**src/rtl/sum_accumulator.sv**
```systemverilog
// Handshaked accumulator behind the 4-bit adder: sums COUNT accepted 5-bit values
// into an ACC_W-bit total with a sticky overflow flag, then holds the result until taken.
module sum_accumulator #(
  parameter int unsigned COUNT = 4,
  parameter int unsigned ACC_W = 8
) (
  input  logic             clk,
  input  logic             rst_n,
  input  logic             clr,
  input  logic             in_valid,
  input  logic [4:0]       in_sum,
  output logic             in_ready,
  output logic             out_valid,
  input  logic             out_ready,
  output logic [ACC_W-1:0] out_sum,
  output logic             out_ovf
);

  localparam int unsigned T_W   = ACC_W + 1;
  localparam int unsigned CNT_W = (COUNT > 1) ? $clog2(COUNT) : 1;
  localparam logic [CNT_W-1:0] CNT_LAST = CNT_W'(COUNT - 1);

  typedef enum logic [1:0] {
    S_INIT = 2'd0,
    S_ACC  = 2'd1,
    S_DONE = 2'd2
  } state_t;

  state_t           r_state;
  logic [ACC_W-1:0] r_acc;
  logic [CNT_W-1:0] r_cnt;
  logic             r_ovf;
  logic             r_in_ready;
  logic             r_out_valid;
  logic [ACC_W-1:0] r_out_sum;
  logic             r_out_ovf;

  logic [T_W-1:0]   w_t;
  logic             w_ovf_next;
  logic             w_in_hs;
  logic             w_out_hs;

  // One extra bit on the add catches the carry out of the accumulator.
  assign w_t        = T_W'(r_acc) + T_W'(in_sum);
  assign w_ovf_next = r_ovf | w_t[ACC_W];
  assign w_in_hs    = in_valid & r_in_ready;
  assign w_out_hs   = r_out_valid & out_ready;

  always_ff @(posedge clk or negedge rst_n) begin
    if (!rst_n) begin
      r_state     <= S_INIT;
      r_acc       <= '0;
      r_cnt       <= '0;
      r_ovf       <= 1'b0;
      r_in_ready  <= 1'b0;
      r_out_valid <= 1'b0;
      r_out_sum   <= '0;
      r_out_ovf   <= 1'b0;
    end else if (clr && (r_state != S_INIT)) begin
      // Abort outranks any handshake in the same cycle.
      r_state     <= S_ACC;
      r_acc       <= '0;
      r_cnt       <= '0;
      r_ovf       <= 1'b0;
      r_in_ready  <= 1'b1;
      r_out_valid <= 1'b0;
    end else begin
      case (r_state)
        S_INIT: begin
          r_state    <= S_ACC;
          r_in_ready <= 1'b1;
        end
        S_ACC: begin
          if (w_in_hs) begin
            r_acc <= w_t[ACC_W-1:0];
            r_ovf <= w_ovf_next;
            if (r_cnt == CNT_LAST) begin
              r_out_sum   <= w_t[ACC_W-1:0];
              r_out_ovf   <= w_ovf_next;
              r_out_valid <= 1'b1;
              r_in_ready  <= 1'b0;
              r_state     <= S_DONE;
            end else begin
              r_cnt <= r_cnt + CNT_W'(1);
            end
          end
        end
        S_DONE: begin
          // Result registers keep their value after delivery.
          if (w_out_hs) begin
            r_acc       <= '0;
            r_cnt       <= '0;
            r_ovf       <= 1'b0;
            r_out_valid <= 1'b0;
            r_in_ready  <= 1'b1;
            r_state     <= S_ACC;
          end
        end
        default: begin
          r_state     <= S_INIT;
          r_in_ready  <= 1'b0;
          r_out_valid <= 1'b0;
        end
      endcase
    end
  end

  assign in_ready  = r_in_ready;
  assign out_valid = r_out_valid;
  assign out_sum   = r_out_sum;
  assign out_ovf   = r_out_ovf;

endmodule

```
**config.mk**
```make
export PLATFORM = sky130hd
export DESIGN_NAME = sum_accumulator
export DESIGN_NICKNAME = d
export VERILOG_FILES = /design/src/rtl/sum_accumulator.sv
export SDC_FILE = /design/constraint.sdc
export NUM_CORES = 1
export LEC_CHECK = 0
export CAP_MARGIN = 20
export CELL_PAD_IN_SITES_DETAIL_PLACEMENT = 1
export CELL_PAD_IN_SITES_GLOBAL_PLACEMENT = 1
export CORE_MARGIN = 1
export CORE_UTILIZATION = 40
export DETAILED_ROUTE_END_ITERATION = 10
export DONT_BUFFER_PORTS = 1
export GPL_TIMING_DRIVEN = 0
export PLACE_DENSITY_LB_ADDON = 0.1
export SLEW_MARGIN = 20
export SYNTH_ARGS = -nofsm -noshare
export SYNTH_HDL_FRONTEND = slang
export SYNTH_SLANG_ARGS = --single-unit
```
**constraint.sdc**
```tcl
create_clock -name clk -period 3.7 [get_ports clk]
set_input_delay 1.11 -clock clk [delete_from_list [all_inputs] [get_ports clk]]
set_output_delay 1.11 -clock clk [all_outputs]
set_load 0.01 [all_outputs]
```
==> key figures, run 1 <==
GRT
  – Vias in the first global route: between 1k and 1.5k
  – Largest net degree at the start of global routing: 24
  – First-pass GRT wire length: around 4900 microns
  – All-Layer GR Usage: a little under a fifth
  – Initial antenna violation count: 0
  – Global route total overflow: 0

Logic synthesis
  – Leading cell types by count after synthesis: dfrtp_1 (23), nand2_1 (19), nor2_1 (7), o21ai_0 (7)
  – Cell taking the most area after synthesis: dfrtp_1
  – Mapped Area: ~0.0013 sq mm
  – EDFF count, synth: 0
  – Syn_nets: ~150
  – Share of flip-flops with an asynchronous set or reset: 100%
  – Synth top area share: 44.6%
  – Flip-flop and latch count after synthesis: 23
  – Ys Warns: 0
  – Syn Inst Count: between 100 and 150
  – Top_reg_cell synth: dfrtp_1
  – Post-synthesis sequential area ratio: ~45%
  – Count leader, synth: dfrtp_1
  – Synth Area per Inst: between 9 and 10 sq um
  – Synth area leaders: dfrtp_1 (45%), ha_1 (5.8%), nand2_1 (5.5%)
  – Post-synth cell types: between 40 and 50

Flow run
  – Number of max-cap violations: 0

Route
  – Met3 WL: roughly 73 microns
  – DRT iter0 DRCs: 41
  – Antenna violation net count after detailed routing: 0
  – Remaining DRCs: 0
  – Vias/cell: between 5 and 6
  – Drt total wl: around 2900 microns
  – Metal-1 WL: approximately 1400 microns
  – Routed wire length on met2: 1370 microns
  – Highest Signal Layer: met4
  – Vias: just over 1k
  – DRT Pass-1 Iters: 4
  – Drt wl/cell: about 16 microns

Clock network
  – CTS Hold Buffers Added: 0
  – CTS tree: built
  – Htree depth: 1
  – Number of setup buffers added after CTS: 0
  – PostCTS Resize Cnt: 0
  – TritonCTS buffer count: 3
  – Max clock buf depth: 2
  – Clock sink count: 23
  – Clk root buf: clkbuf_4
  – Clock-pin slew on the worst setup and hold paths: 0.14 ns
  – Skew-Pair Late Insertion Delay: ~0.32 ns

STA
  – Fin. max-slew vios: 0
  – Max Fclk: around 0.42 GHz
  – Worst Tran Pin Value: 0.622 ns
  – Final Setup Violations: 0
  – Clock Skew: just over 0.003 ns
  – Final period util: 64.5%
  – RSZ-0062 raised after global routing: false
  – Final Hold Fails: 0
  – Max transition margin: 58.4%
  – TNS Setup: 0 ns
  – Tmin final: approximately 2.4 ns

Die
  – Die ar.: between 0.003 and 0.004 sq mm
  – # IOs: 21
  – Die Height: around 59 microns
  – Core ar.: just over 0.003 sq mm
  – Die Wd: between 50 and 60 microns
  – Initial core utilization: ~42%
  – Row count: 20

Critical path
  – Worst Setup End Kind: register
  – Reg2Reg Setup Slack: 1.68 ns
  – WP data arrival: ~2.6 ns
  – Critical Path Start Type: input port
  – Req. time, crit path: slightly below 4 ns
  – CP max FO: 4
  – Worst setup path class: in -> reg
  – R2r worst-path depth: 4

Pwr
  – Maximum vdd drop: around 0.15 mV
  – Leakage: roughly 0.66 nW
  – PwrDens: between 300 and 400 mW/mm^2
  – Total power draw: about 0.53 mW

Worst hold path
  – Worst Hold Class: in -> async

Finish
  – Nets: between 150 and 200
  – Area Growth Syn to Fin: 6.40%
  – # diodes: 0
  – Layout cells sized above 1: under 10%
  – Filler cells: 364

Placement
  – Routability cong.: 0.746
  – Post-DP HPWL: 2110 microns
  – IO Port Bufs: 0

Outcome
  – Status: finished, final reports clean
-- per-layer routing --
metal | vias up | global-route usage, %
met5 | - | 0
met4 | 0 | 4.76
met3 | 5 | 2.64
met2 | 19 | 30.7
met1 | 504 | 26.0
li1 | 486 | -
-- state kept, by name, summed over array words and instances, names as in the netlist --
register	count
out_valid	1
r_ovf	1
in_ready	1
r_state	1
r_acc	8
out_ovf	1
out_sum	8
r_cnt	2
-- worst max-delay path, cell delays in order --
cell      delay [ns]
ha_1            0.22
fa_1            0.41
a21oi_1         0.23
o211ai_1        0.25
a31oi_1         0.27
o21ai_0         0.11
-- through the flow --
stage                     instance area, sq um  worst slack [ns]  instances  utilization (%)  hold WS, ns
final                                     1370              1.31        179             45.0        0.462
after CTS                                 1370              1.28        179             45.0        0.454
after floorplan                           1290              1.19        131                -        0.457
after detailed placement                  1350             0.923        175             44.1        0.479
after global routing                      1370              1.18        179             45.0        0.437
after global placement                    1350             0.988        175             44.1        0.472
-- cell families (layout without fill, tap and decap cells) --
| logic type | count (synthesis) | in the layout | share of synthesized area, % |
|---|---|---|---|
| flops | 23 | 23 | 44.6 |
| xor+xnor | 4 | 4 | 2.71 |
| simple gates | 49 | 49 | 19.2 |
| mux | 2 | 2 | 1.74 |
| fa+ha+maj | 7 | 7 | 7.36 |
| compound gates | 38 | 38 | 21.4 |
| buf+inv | 8 | 12 | 3.00 |
-- final cells by class --
cell class | count | area [sq um] | area share (%)
multi-input combinational | 100 | 677 | 49.3
sequential | 23 | 576 | 41.9
tap | 44 | 55.1 | 4.01
buffer | 6 | 31.3 | 2.28
clock buffer | 3 | 22.5 | 1.64
inverter | 2 | 7.51 | 0.546
clock inverter | 1 | 5.00 | 0.364
-- final timing paths --
path	start	to
max in group asynchronous	rst_n	r_acc[5]
hold reg to reg	r_ovf	r_ovf
hold / removal	rst_n	out_sum[1]
setup / recovery	in_sum[0]	out_ovf
min in group clk	r_ovf	r_ovf
setup reg to reg	in_ready	out_sum[4]
-- where the power goes --
group / internal, mW / total [mW] / switching, mW / leakage (nW)
clock network: 0.0405 / 0.122 / 0.0817 / 0.0177
logic: 0.0456 / 0.105 / 0.0593 / 0.329
registers: 0.276 / 0.300 / 0.0235 / 0.309
-- placed cells by master (no fill, tap or decap), types with 3 or more instances in the layout --
master     count
nand2_1       19
nand3_1        6
ha_1           6
clkbuf_4       3
o2bb2ai_1      3
a21o_1         3
a21oi_1        4
nor2_1         7
dfrtp_1       23
o211ai_1       3
a22o_1         6
o21ai_0        7
clkbuf_1       3
Power figures use the tool's default switching activity.
==> run 2, diff against run 1 <==
==> constraint.sdc (replaced) <==
create_clock -name clk -period 2 [get_ports clk]
set_input_delay 0.6 -clock clk [delete_from_list [all_inputs] [get_ports clk]]
set_output_delay 0.6 -clock clk [all_outputs]
set_load 0.01 [all_outputs]
==> key figures, run 2 (synthesis results as in run 1) <==
Finish
  – Commonest non-fill, non-tap cell in the layout: dfrtp_1
  – Fin area: 0.00139 sq mm
  – Area occupied by multi-input gates: about 690 sq um
  – Nets: about 150
  – Filler cells: around 370
  – Post-layout util: 45.7%
  – # diodes: 0
  – Storage cell area: about 580 sq um
  – Area Growth Syn to Fin: 7.95%
  – Layout cells sized above 1: 12.6%
  – Most frequent cells in the layout: dfrtp_1 (23), nand2_1 (19), o21ai_0 (7)

Route
  – Antenna violation net count after detailed routing: 0
  – Drt total wl: approximately 3000 microns
  – DRT iter0 DRCs: 42
  – DRT Pass-1 Iters: 4
  – Vias/cell: approximately 5.6
  – Vias: about 1.0k
  – Remaining DRCs: 0
  – Drt wl/cell: 16.6 microns

Pwr
  – Leakage: 0.653 nW
  – Maximum vdd drop: 0.542 mV
  – PwrDens: 717 mW/mm^2

Outcome
  – Status: finished, final reports clean

Clock network
  – Clk root buf: clkbuf_4
  – TritonCTS buffer count: 3
  – Clock sink count: 23
  – Clock-pin slew on the worst setup and hold paths: 0.15 ns
  – Htree depth: 1
  – Max clock buf depth: 2
  – Skew-Pair Late Insertion Delay: 0.32 ns
  – CTS tree: built

Die
  – Die ar.: approximately 0.0035 sq mm
  – Core ar.: between 0.003 and 0.004 sq mm
  – Row count: 20
  – Die Wd: about 60 microns
  – Die Height: approximately 60 microns
  – Initial core utilization: a little over two fifths
  – # IOs: 21

STA
  – Final Hold Fails: 0
  – Worst Tran Pin Value: 0.520 ns
  – Max Fclk: about 0.53 GHz
  – Worst hold slack: about 0.22 ns
  – RSZ-0062 raised after global routing: false
  – Final period util: about 95%
  – Fin. max-slew vios: 0
  – Tmin final: 1.89 ns
  – Clock Skew: around 0.012 ns
  – Final Setup Violations: 0
  – Max transition margin: 65.4%

Placement
  – Post-DP HPWL: ~2200 microns
  – IO Port Bufs: 0
  – Routability cong.: slightly below 0.8
  – Placed Area: around 0.0014 sq mm

Critical path
  – Critical Path Start Type: register
  – CP max FO: 10
  – Worst Setup End Kind: register
  – WP data arrival: 2.11 ns
  – Worst setup path class: reg -> reg
  – Req. time, crit path: 2.21 ns

Flow run
  – Number of max-cap violations: 0

GRT
  – Global route total overflow: 0
  – First-pass GRT wire length: just over 5000 microns
  – Initial antenna violation count: 0
  – Vias in the first global route: around 1.1k
  – Largest net degree at the start of global routing: 24
  – All-Layer GR Usage: about a fifth

Worst hold path
  – Worst Hold Class: in -> async
==> run 2: worst paths after layout <==
kind	start	depth (start not counted)	to	slack, ns
min in group clk	clr	1	r_state[1]	0.33
max in group asynchronous	rst_n	1	r_acc[3]	1.42
max reg2reg	in_ready	6	out_sum[5]	0.11
max	in_ready	6	out_sum[5]	0.11
min	rst_n	1	r_acc[1]	0.22
min reg2reg	r_ovf	1	r_ovf	0.54
==> run 2: where the power goes <==
group	internal (mW)	total [mW]	switching, mW
registers	0.511	0.557	0.0453
clock network	0.0764	0.231	0.155
logic	0.0898	0.212	0.122
total	0.677	1.00	0.323
==> run 2: critical path, stage by stage, from the launching register on <==
cell	delay, ns
dfrtp_1	0.42
buf_4	0.17
or3b_4	0.42
or2_1	0.27
buf_4	0.19
a211oi_2	0.22
nand3_1	0.09
==> run 2: area by class of cell <==
| cell class | count | share of cell area (%) |
|---|---|---|
| multi-input combinational | 100 | 49.7 |
| clock inverter | 1 | 0.539 |
| sequential | 23 | 41.3 |
| inverter | 2 | 0.539 |
| buffer | 5 | 1.97 |
| tap | 44 | 3.95 |
| clock buffer | 3 | 1.62 |
| timing repair buffer | 1 | 0.359 |
==> run 2: per-layer routing <==
layer	track usage [%]	up-vias	wire length, microns
li1	-	489	-
met1	26.5	498	1470
met2	32.0	17	1390
met3	3.74	4	95
met4	5.10	0	23
met5	0	-	0
==> run 2: what timing repair did <==
item | CTS | global route
hold endpoints to repair | 23 | 0
pin swaps | 0 | 2
setup endpoints to repair | 1 | 6
setup buffers | 0 | 0
gates resized for setup | 1 | 3
hold buffers | 1 | 0
==> run 2: per-stage QoR <==
step                instances  setup TNS [ns]  setup slack [ns]  total power [mW]
detailed placement        175          -0.836            -0.172             0.764
global placement          175          -0.595            -0.140             0.753
global route              179               0            0.0213              1.07
finish                    179               0             0.105              1.00
CTS                       180               0            0.0356              1.01
floorplan                 131               0            0.0104             0.717
